## config.mk

```make
export PLATFORM = sky130hd
export DESIGN_NAME = data_cache_flat
export DESIGN_NICKNAME = d
export VERILOG_FILES = /design/src/rtl/data_cache_if.sv /design/src/rtl/data_cache.sv /design/src/flat_wrapper.sv
export SDC_FILE = /design/constraint.sdc
export NUM_CORES = 2
export LEC_CHECK = 0
export CAP_MARGIN = 20
export CORE_ASPECT_RATIO = 1.4
export CORE_MARGIN = 2
export CORE_UTILIZATION = 57
export CTS_BUF_LIST = sky130_fd_sc_hd__clkbuf_16
export DETAILED_ROUTE_END_ITERATION = 10
export PLACE_DENSITY_LB_ADDON = 0.1
export SETUP_SLACK_MARGIN = 0.5
export SYNTH_ARGS = -nofsm -noshare
export SYNTH_HDL_FRONTEND = slang
export SYNTH_SLANG_ARGS = --single-unit
```

## constraint.sdc

```tcl
create_clock -name clk -period 4.95 [get_ports clk]
set_input_delay 0.99 -clock clk [delete_from_list [all_inputs] [get_ports clk]]
set_output_delay 0.99 -clock clk [all_outputs]
set_load 0.05 [all_outputs]
```

## src/rtl/data_cache_if.sv

```systemverilog
// Core data port and 128-bit memory port of the data cache, bundled as one interface.
interface data_cache_if;
  logic [31:0]  dcache_addr;
  logic         dcache_re;
  logic [3:0]   dcache_we;
  logic [31:0]  dcache_din;
  logic [31:0]  dcache_dout;
  logic         stall;
  logic         mem_req_valid;
  logic         mem_req_ready;
  logic         mem_req_rw;
  logic [27:0]  mem_req_addr;
  logic [127:0] mem_req_data;
  logic [15:0]  mem_req_mask;
  logic         mem_resp_valid;
  logic [127:0] mem_resp_data;

  // Core plus memory side.
  modport master (
    output dcache_addr, dcache_re, dcache_we, dcache_din,
    output mem_req_ready, mem_resp_valid, mem_resp_data,
    input  dcache_dout, stall,
    input  mem_req_valid, mem_req_rw, mem_req_addr, mem_req_data, mem_req_mask
  );

  // Cache side.
  modport slave (
    input  dcache_addr, dcache_re, dcache_we, dcache_din,
    input  mem_req_ready, mem_resp_valid, mem_resp_data,
    output dcache_dout, stall,
    output mem_req_valid, mem_req_rw, mem_req_addr, mem_req_data, mem_req_mask
  );
endinterface

```

## src/rtl/data_cache.sv

```systemverilog
// Direct-mapped, write-through, no-write-allocate data cache with single-beat line refill.
module data_cache #(
  parameter int unsigned LINES = 16
) (
  input logic         clk,
  input logic         reset,
  data_cache_if.slave bus
);
  localparam int unsigned IW = $clog2(LINES);
  localparam int unsigned TW = 28 - IW;

  typedef enum logic [2:0] {
    IDLE, LOOKUP_RD, WRITE, READ_REQ, READ_WAIT, RESP
  } state_t;

  state_t state_q, state_d;

  logic [LINES-1:0] valid_q;
  logic [TW-1:0]    tag_q  [LINES];
  logic [127:0]     line_q [LINES];

  logic         stall_q, req_valid_q, req_rw_q;
  logic [31:0]  dout_q;
  logic [27:0]  req_line_q;
  logic [1:0]   req_word_q;
  logic [15:0]  req_mask_q;
  logic [127:0] req_data_q;

  logic          accept_c, refill_c, store_c, hit_c;
  logic [IW-1:0] idx_c, req_idx_c;
  logic [TW-1:0] tag_c;
  logic [1:0]    word_c;
  logic [15:0]   mask_c;
  logic [127:0]  din_rep_c;
  logic          unused_addr_c;

  assign idx_c         = bus.dcache_addr[3+IW:4];
  assign tag_c         = bus.dcache_addr[31:4+IW];
  assign word_c        = bus.dcache_addr[3:2];
  assign store_c       = |bus.dcache_we;
  assign hit_c         = valid_q[idx_c] && (tag_q[idx_c] == tag_c);
  assign mask_c        = 16'(bus.dcache_we) << {word_c, 2'b00};
  assign din_rep_c     = {4{bus.dcache_din}};
  assign req_idx_c     = req_line_q[IW-1:0];
  assign unused_addr_c = ^bus.dcache_addr[1:0];

  // Next-state logic; IDLE, LOOKUP_RD and RESP all accept a new request, stores win over loads.
  always_comb begin
    state_d  = state_q;
    accept_c = 1'b0;
    refill_c = 1'b0;
    case (state_q)
      IDLE, LOOKUP_RD, RESP: begin
        if (store_c) begin
          accept_c = 1'b1;
          state_d  = WRITE;
        end else if (bus.dcache_re) begin
          accept_c = 1'b1;
          state_d  = hit_c ? LOOKUP_RD : READ_REQ;
        end else begin
          state_d  = IDLE;
        end
      end
      WRITE:     if (bus.mem_req_ready) state_d = IDLE;
      READ_REQ:  if (bus.mem_req_ready) state_d = READ_WAIT;
      READ_WAIT: begin
        if (bus.mem_resp_valid) begin
          refill_c = 1'b1;
          state_d  = RESP;
        end
      end
      default:   state_d = IDLE;
    endcase
  end

  // Control and request registers; reset aborts any transaction immediately.
  always_ff @(posedge clk or negedge reset) begin
    if (!reset) begin
      state_q     <= IDLE;
      stall_q     <= 1'b0;
      req_valid_q <= 1'b0;
      dout_q      <= '0;
      valid_q     <= '0;
      req_rw_q    <= 1'b0;
      req_line_q  <= '0;
      req_word_q  <= '0;
      req_mask_q  <= '0;
      req_data_q  <= '0;
    end else begin
      state_q     <= state_d;
      stall_q     <= (state_d == WRITE) || (state_d == READ_REQ) || (state_d == READ_WAIT);
      req_valid_q <= (state_d == WRITE) || (state_d == READ_REQ);
      if (accept_c) begin
        req_rw_q   <= store_c;
        req_line_q <= bus.dcache_addr[31:4];
        req_word_q <= word_c;
        req_mask_q <= mask_c;
        req_data_q <= din_rep_c;
      end
      if (accept_c && !store_c && hit_c)
        dout_q <= line_q[idx_c][{word_c, 5'd0} +: 32];
      if (refill_c) begin
        dout_q             <= bus.mem_resp_data[{req_word_q, 5'd0} +: 32];
        valid_q[req_idx_c] <= 1'b1;
      end
    end
  end

  // Tag and data storage: store-hit byte merge on acceptance, full-line write on refill.
  always_ff @(posedge clk) begin
    if (accept_c && store_c && hit_c) begin
      for (int b = 0; b < 16; b++)
        if (mask_c[b]) line_q[idx_c][8*b +: 8] <= din_rep_c[8*b +: 8];
    end
    if (refill_c) begin
      line_q[req_idx_c] <= bus.mem_resp_data;
      tag_q[req_idx_c]  <= req_line_q[27:IW];
    end
  end

  assign bus.dcache_dout   = dout_q;
  assign bus.stall         = stall_q;
  assign bus.mem_req_valid = req_valid_q;
  assign bus.mem_req_rw    = req_rw_q;
  assign bus.mem_req_addr  = req_line_q;
  assign bus.mem_req_data  = req_data_q;
  assign bus.mem_req_mask  = req_mask_q;
endmodule

```

## src/flat_wrapper.sv

```systemverilog
// flat-port wrapper written by rule: the top's interface ports become plain ports
module data_cache_flat 
#(
  parameter int unsigned LINES = 16
)
  (clk, reset, bus_dcache_addr, bus_dcache_re, bus_dcache_we, bus_dcache_din, bus_mem_req_ready, bus_mem_resp_valid, bus_mem_resp_data, bus_dcache_dout, bus_stall, bus_mem_req_valid, bus_mem_req_rw, bus_mem_req_addr, bus_mem_req_data, bus_mem_req_mask);
  data_cache_if bus_i ();
  input logic clk;
  input logic reset;
  input wire logic [$bits(bus_i.dcache_addr)-1:0] bus_dcache_addr;
  input wire logic [$bits(bus_i.dcache_re)-1:0] bus_dcache_re;
  input wire logic [$bits(bus_i.dcache_we)-1:0] bus_dcache_we;
  input wire logic [$bits(bus_i.dcache_din)-1:0] bus_dcache_din;
  input wire logic [$bits(bus_i.mem_req_ready)-1:0] bus_mem_req_ready;
  input wire logic [$bits(bus_i.mem_resp_valid)-1:0] bus_mem_resp_valid;
  input wire logic [$bits(bus_i.mem_resp_data)-1:0] bus_mem_resp_data;
  output wire logic [$bits(bus_i.dcache_dout)-1:0] bus_dcache_dout;
  output wire logic [$bits(bus_i.stall)-1:0] bus_stall;
  output wire logic [$bits(bus_i.mem_req_valid)-1:0] bus_mem_req_valid;
  output wire logic [$bits(bus_i.mem_req_rw)-1:0] bus_mem_req_rw;
  output wire logic [$bits(bus_i.mem_req_addr)-1:0] bus_mem_req_addr;
  output wire logic [$bits(bus_i.mem_req_data)-1:0] bus_mem_req_data;
  output wire logic [$bits(bus_i.mem_req_mask)-1:0] bus_mem_req_mask;
  assign bus_i.dcache_addr = bus_dcache_addr;
  assign bus_i.dcache_re = bus_dcache_re;
  assign bus_i.dcache_we = bus_dcache_we;
  assign bus_i.dcache_din = bus_dcache_din;
  assign bus_i.mem_req_ready = bus_mem_req_ready;
  assign bus_i.mem_resp_valid = bus_mem_resp_valid;
  assign bus_i.mem_resp_data = bus_mem_resp_data;
  assign bus_dcache_dout = bus_i.dcache_dout;
  assign bus_stall = bus_i.stall;
  assign bus_mem_req_valid = bus_i.mem_req_valid;
  assign bus_mem_req_rw = bus_i.mem_req_rw;
  assign bus_mem_req_addr = bus_i.mem_req_addr;
  assign bus_mem_req_data = bus_i.mem_req_data;
  assign bus_mem_req_mask = bus_i.mem_req_mask;
  data_cache #(.LINES(LINES)) u_core (.clk(clk), .reset(reset), .bus(bus_i));
endmodule
```

---- After elaboration in Yosys (flattened, before gate mapping) ----
Memories as Yosys holds them, arrays and structs flattened.
Index checks and enable logic that the tools add are counted.
operators by class
  equal/unequal tests ..................... 9
  multipliers ............................. 0
  shift-type cells ........................ 3
  bitwise logic cells ..................... 1
  $lt $le $gt $ge ......................... 3
  mux-type cells .......................... 71
  reduce and logical (&&, ||, !) cells .... 14
  add/subtract/negate cells ............... 0
  divide/modulo/power cells ............... 0
operators by type and width
  cell                  number
  $shiftx A128 B8 Y32   2
  $mux W128             1
  $reduce_or A128 Y1    1
  $mux W32              2
  $mux W1               57
  $eq A24 B24 Y1        1
  $mux W16              1
  $or A16 B16 Y16       1
  $shl A4 B4 Y16        1
  $mux W3               5
  $eq A3 B2 Y1 const B  4
  $pmux W3 S4           1
  $lt A4 B5 Y1 const B  2
  $eq A3 B3 Y1 const B  3
  $logic_and A1 B1 Y1   6
  $bmux W1 S4           1
  $demux W1 S4          1
  $ge A4 B1 Y1 const B  1
  $mux W4               1
  $reduce_or A4 Y1      1
  $eq A3 B1 Y1 const B  1
  $logic_not A3 Y1      1
  $reduce_or A3 Y1      1
  $logic_or A1 B1 Y1    2
  3 further kinds       3
storage, ports and cells
  ROM bits ................................ 0
  bits in writable memories ............... 2432
  bits in latches ......................... 0
  memories kept ........................... 2
  word-level logic and storage cells ...... 113
  register bits ........................... 228
memories
  name           depth  width  rd ports  clocked after Yosys merged registers in  write ports  RTL line          text
  u_core.line_q  16     128    1         0                                        1            data_cache.sv:20  logic [127:0] line_q [LINES];
  u_core.tag_q   16     24     1         0                                        1            data_cache.sv:19  logic [TW-1:0] tag_q [LINES];

---- Depth between registers and ports, before layout ----
  depth in word-level cells ............... 10
  gate-level depth with buffers ........... 15

---- Worst setup path before layout ----
No wires, ideal clock.
  kind .................................... in2reg
  start point ............................. input bus_dcache_addr[4]
  end point ............................... memory u_core.line_q[10][10] (enable)
  buffers on the path ..................... 5
  library setup time ...................... 375 ps
  setup slack ............................. 586 ps
  arrival ................................. 3989 ps
  required time ........................... 4575 ps
  cell stages on the path ................. 13
  path through ............................ buf_2 -> buf_6 -> mux4_2 -> and3_1 -> a31oi_1 -> o32ai_1 -> a2111oi_0 -> and4_1 -> buf_4 -> buf_4 -> nand4_4 -> buf_2 -> a21oi_1
on the way
  word-level cells in the longest chain between the ends .. 7
  elaborated cells between the ends (all ways) .. 10
  classes of those cells .................. 1 x eq/ne; 6 x mux; 2 x reduce/logical; 1 x memory
ends and longest elaborated chain
  item                                                   RTL line            text
  start: declaration                                     flat_wrapper.sv:10  input wire logic [$bits(bus_i.dcache_addr)-1:0] bus_dcache_addr;
  $mem_v2 Z16 W24 / $bmux W1 S4 (equally long branches)  -
  $eq A24 B24 Y1 / $mux W1 (equally long branches)       data_cache.sv:41    assign hit_c = valid_q[idx_c] && (tag_q[idx_c] == tag_c);
  $logic_and A1 B1 Y1                                    data_cache.sv:41
  $logic_and A1 B1 Y1                                    data_cache.sv:111   if (accept_c && store_c && hit_c) begin
  $mux W1                                                data_cache.sv:111
  $mux W1 (not written as such)                          data_cache.sv:113   if (mask_c[b]) line_q[idx_c][8*b +: 8] <= din_rep_c[8*b +: 8];
  $mux W16 (no source line)                              -
  end: declaration                                       data_cache.sv:20
Parallel ways exist; a longest one is shown, timed or not. The select of a mux whose other input is x is not followed.

---- Worst setup path in the final report ----
  start point ............................. input bus_dcache_addr[6]
  end point ............................... memory u_core.line_q[1][26] (enable)
Same word-level chain as after synthesis.

==> impl_results.md <==
- Worst vdd ir: 558 uV
- Core area: 0.180 mm^2
- Largest area contributor in the netlist: edfxtp_1
- Top cell type's share of synthesized area: 70.8%
- First-pass GRT wire length: 397 mm
- HPWL after DPL: 186 mm
- Clock latency on the worst-skew pair: around 0.9 ns
- Multiplexer share of the synthesized area: 14.9%
- Hold_ws: 0.163 ns
- Mean Syn Cell Area: slightly below 20 um^2
- Period utilisation layout: 82.6%
- Die ar.: 0.184 mm^2
- Drt first-iter violations: 6379
- Startpoint type of the worst setup path: input port
- Sum Neg Setup Slack: 0 ns
- Ports: 408
- Row cnt: around 180
- Fin area: 0.120 mm^2
- Leakage: 39.6 nW
- Ys Warns: 0
- Routed wl met2: 142 mm
- Syn Nets: ~5400
- Cts repair resizes: 0
- Slew headroom: 16.1%
- Die W: approximately 360 um
- WP data arrival: 4.66 ns
- Vias in the first global route: approximately 56000
- Initial core utilization: 57.4%
- Hold Fails Final Rpt: 0
- Clock Pin Slew Worst Setup and Hold Paths: 0.07 ns
- CTS tree: built
- Max cap viols: 0
- Detailed Routing Iterations Pass 1: 6
- Initial antenna violation count: 11
- Clock Skew: 0.0547 ns
- CP Max Fanout: 28
- Critical path required time: 5.52 ns
- # fillers: 11900
- CP Cell Sequence: buf_4 > buf_4 > nand2b_1 > o22ai_1 > nor3_1 > a2111o_1 > a22oi_1 > nor4b_4 > buf_12 > nand4_4 > a21oi_1 > buf_4
- Die Y-Extent: 507 um
- # setup viols final: 0
- Unrepaired setup endpoints after global routing: false
- Critical path's slowest cell: a21oi_1
- DR WL met3: approximately 24 mm
- Fin nets: about 6000
- Post-synthesis async set-or-reset flop share: 5.15%
- Critical Path End Type: register
- Largest family of logic cells by synthesized area: multiplexers
- Pwr dens: approximately 430 mW/mm^2
- I/O Buffers: 405
- Vias/cell: around 6.6
- # Post-CTS Setup Buffers: 0
- Post-layout min period: approximately 4.1 ns
- Antenna Nets Post-Route: 0
- Adder-Cell Fraction of Synth Area: 0%
- Largest cells by area after synthesis: edfxtp_1, mux4_2, dfrtp_1
- Fraction of the mapped netlist area in simple logic gates: 2.74%
- Crit path buf inv count: 4
- Crit path max-delay family: compound AO/OA/AOI/OAI gates
- Root Buffer Master: clkbuf_16
- Footprint of the multi-input gates: 0.0243 mm^2
- Largest net degree at the start of global routing: about 150
- Drt total wl: around 280 mm
- Hold Crit Class: input port to asynchronous set/reset pin
- Storage cell area: approximately 0.076 mm^2
- Worst Setup Path Type: input port to register
- Hold_buf cts: 0
- Remaining DRCs: 0
- Grt ovf: 0
- Via Count: 55700
- Post-Synth XOR/XNOR Area: 0.204%
- Total GRT Usage: a little under a third
- Outcome: finished clean
- Area after DPL: 0.112 mm^2
- Synth Register Bits: 2564
- Mapped Area: 0.103 mm^2
- CTS Buf Count: 227
- Clock Tree Buf Depth: 3
- Synth Flop Type: edfxtp_1
- Avg WL per Cell: roughly 33 um
- Peak Freq: 244 MHz
- Max layer used: met5
- Worst stage delay on the critical path: 0.43 ns
- Seq/Total Area, Yosys: between 70 and 80%
- Synth Area in Compound Gates: 5.51%
- Htree depth: 4
- # placed instances: 8046
- Slew Limit Fails: 0
- M1 WL: 103 mm
- Clock sink count: around 2600
- Slew @ Worst Pin: 1.26 ns
- Area grow syn2layout: 16.0%
- Post-synth EDFFs: around 2400
- Netlist cell types: 63
- Cell Count, Final, Fillers Out: 8474
- Most frequent cell on the critical path: buf_4
- Routability cong.: 0.892
- Share of layout cells above drive strength 1: between 20 and 30%
- Syn Inst Count: 5246
==> worst register-to-register path, stage by stage (launching register included) <==
cell,delay (ns)
dfrtp_1,0.41
nor3b_1,0.74
nand2_4,0.28
nor2_1,0.15
nand2_1,0.25
nand2_1,0.34
nand2_2,0.66
buf_4,0.43
a21oi_1,0.17
buf_4,0.20
==> cells in the mapped netlist, drive strengths merged (47+ instances only) <==
cell,instances
inv,47
buf,269
nand2b,48
edfxtp,2432
nand2,348
a221oi,67
mux2,83
o22ai,53
a22o,68
clkbuf,191
o31a,64
dfrtp,132
mux4,617
mux2i,57
a21oi,330
a22oi,143
==> layout by cell type, fill, tap and decap left out, types with 44 or more instances in the layout <==
master / netlist / routed
a21oi_1: 321 / 321
a221oi_1: 67 / 67
a22o_1: 68 / 68
a22oi_1: 143 / 143
buf_12: 0 / 44
buf_4: 115 / 487
clkbuf_16: 0 / 227
clkdlybuf4s50_1: 0 / 400
clkinv_1: 1 / 52
clkinv_2: 0 / 47
dfrtp_1: 132 / 130
edfxtp_1: 2432 / 2432
inv_1: 45 / 96
mux2_2: 83 / 83
mux2i_1: 57 / 57
mux4_2: 617 / 617
nand2_1: 348 / 330
nand2b_1: 48 / 46
o22ai_1: 53 / 53
o31a_1: 64 / 64
==> per-layer routing <==
| metal | up-vias | GRT usage [%] |
|---|---|---|
| met2 | 2794 | 51.3 |
| met1 | 29400 | 40.2 |
| met4 | 6 | 10.9 |
| met5 | - | 0 |
| met3 | 493 | 5.76 |
| li1 | 23000 | - |
==> state kept, by name, indices dropped and copies added (netlist names), 3 cells and up <==
name / count
u_core.line_q: 2048
u_core.bus.mem_req_mask: 16
u_core.valid_q: 16
u_core.bus.mem_req_data: 32
u_core.bus.dcache_dout: 32
u_core.state_q: 3
u_core.bus.mem_req_addr: 28
u_core.tag_q: 384
==> cell type report <==
| class | instances | share of cell area, % |
|---|---|---|
| tap | 2325 | 2.43 |
| clock inverter | 199 | 1.38 |
| antenna | 2 | 0.00418 |
| sequential | 2564 | 63.8 |
| clock buffer | 227 | 4.75 |
| multi-input combinational | 2174 | 20.3 |
| inverter | 48 | 0.151 |
| timing repair buffer | 935 | 7.17 |
==> power breakdown <==
group	leakage (nW)	total (mW)	internal, mW	switching [mW]
Combinational	12.4	7.88	2.82	5.06
Sequential	23.4	25.7	24.6	1.14
Clock	3.79	17.5	9.60	7.88
==> kinds of logic after synthesis <==
kind of cell              count (synthesis)
buffers and inverters                   508
muxes                                   757
DFF                                    2564
xor gates and xnor gates                 24
AOI/OAI and AO/OA                       835
and+or+nand+nor                         558
==> worst paths after layout <==
kind | from | end | slack, ns | depth (start not counted)
setup / recovery | bus_dcache_addr[6] | u_core.line_q[1][26] | 0.86 | 12
hold / removal | reset | u_core.valid_q[1] | 0.16 | 1
setup reg to reg | u_core.state_q[0] | u_core.line_q[1][3] | 1.00 | 9
hold reg to reg | u_core.valid_q[12] | u_core.valid_q[12] | 0.48 | 1
max in group asynchronous | reset | u_core.valid_q[4] | 3.85 | 2
min in group clk | u_core.valid_q[12] | u_core.valid_q[12] | 0.48 | 1
==> stage by stage <==
step	util (%)	setup slack [ns]	total power, mW
detailed placement	62.6	0.0178	34.1
global route	66.6	0.786	52.5
CTS	66.6	0.945	51.3
global placement	62.6	0.0207	34.0
finish	66.6	0.860	51.1
floorplan	-	0.586	31.2
Power figures use the tool's default switching activity.
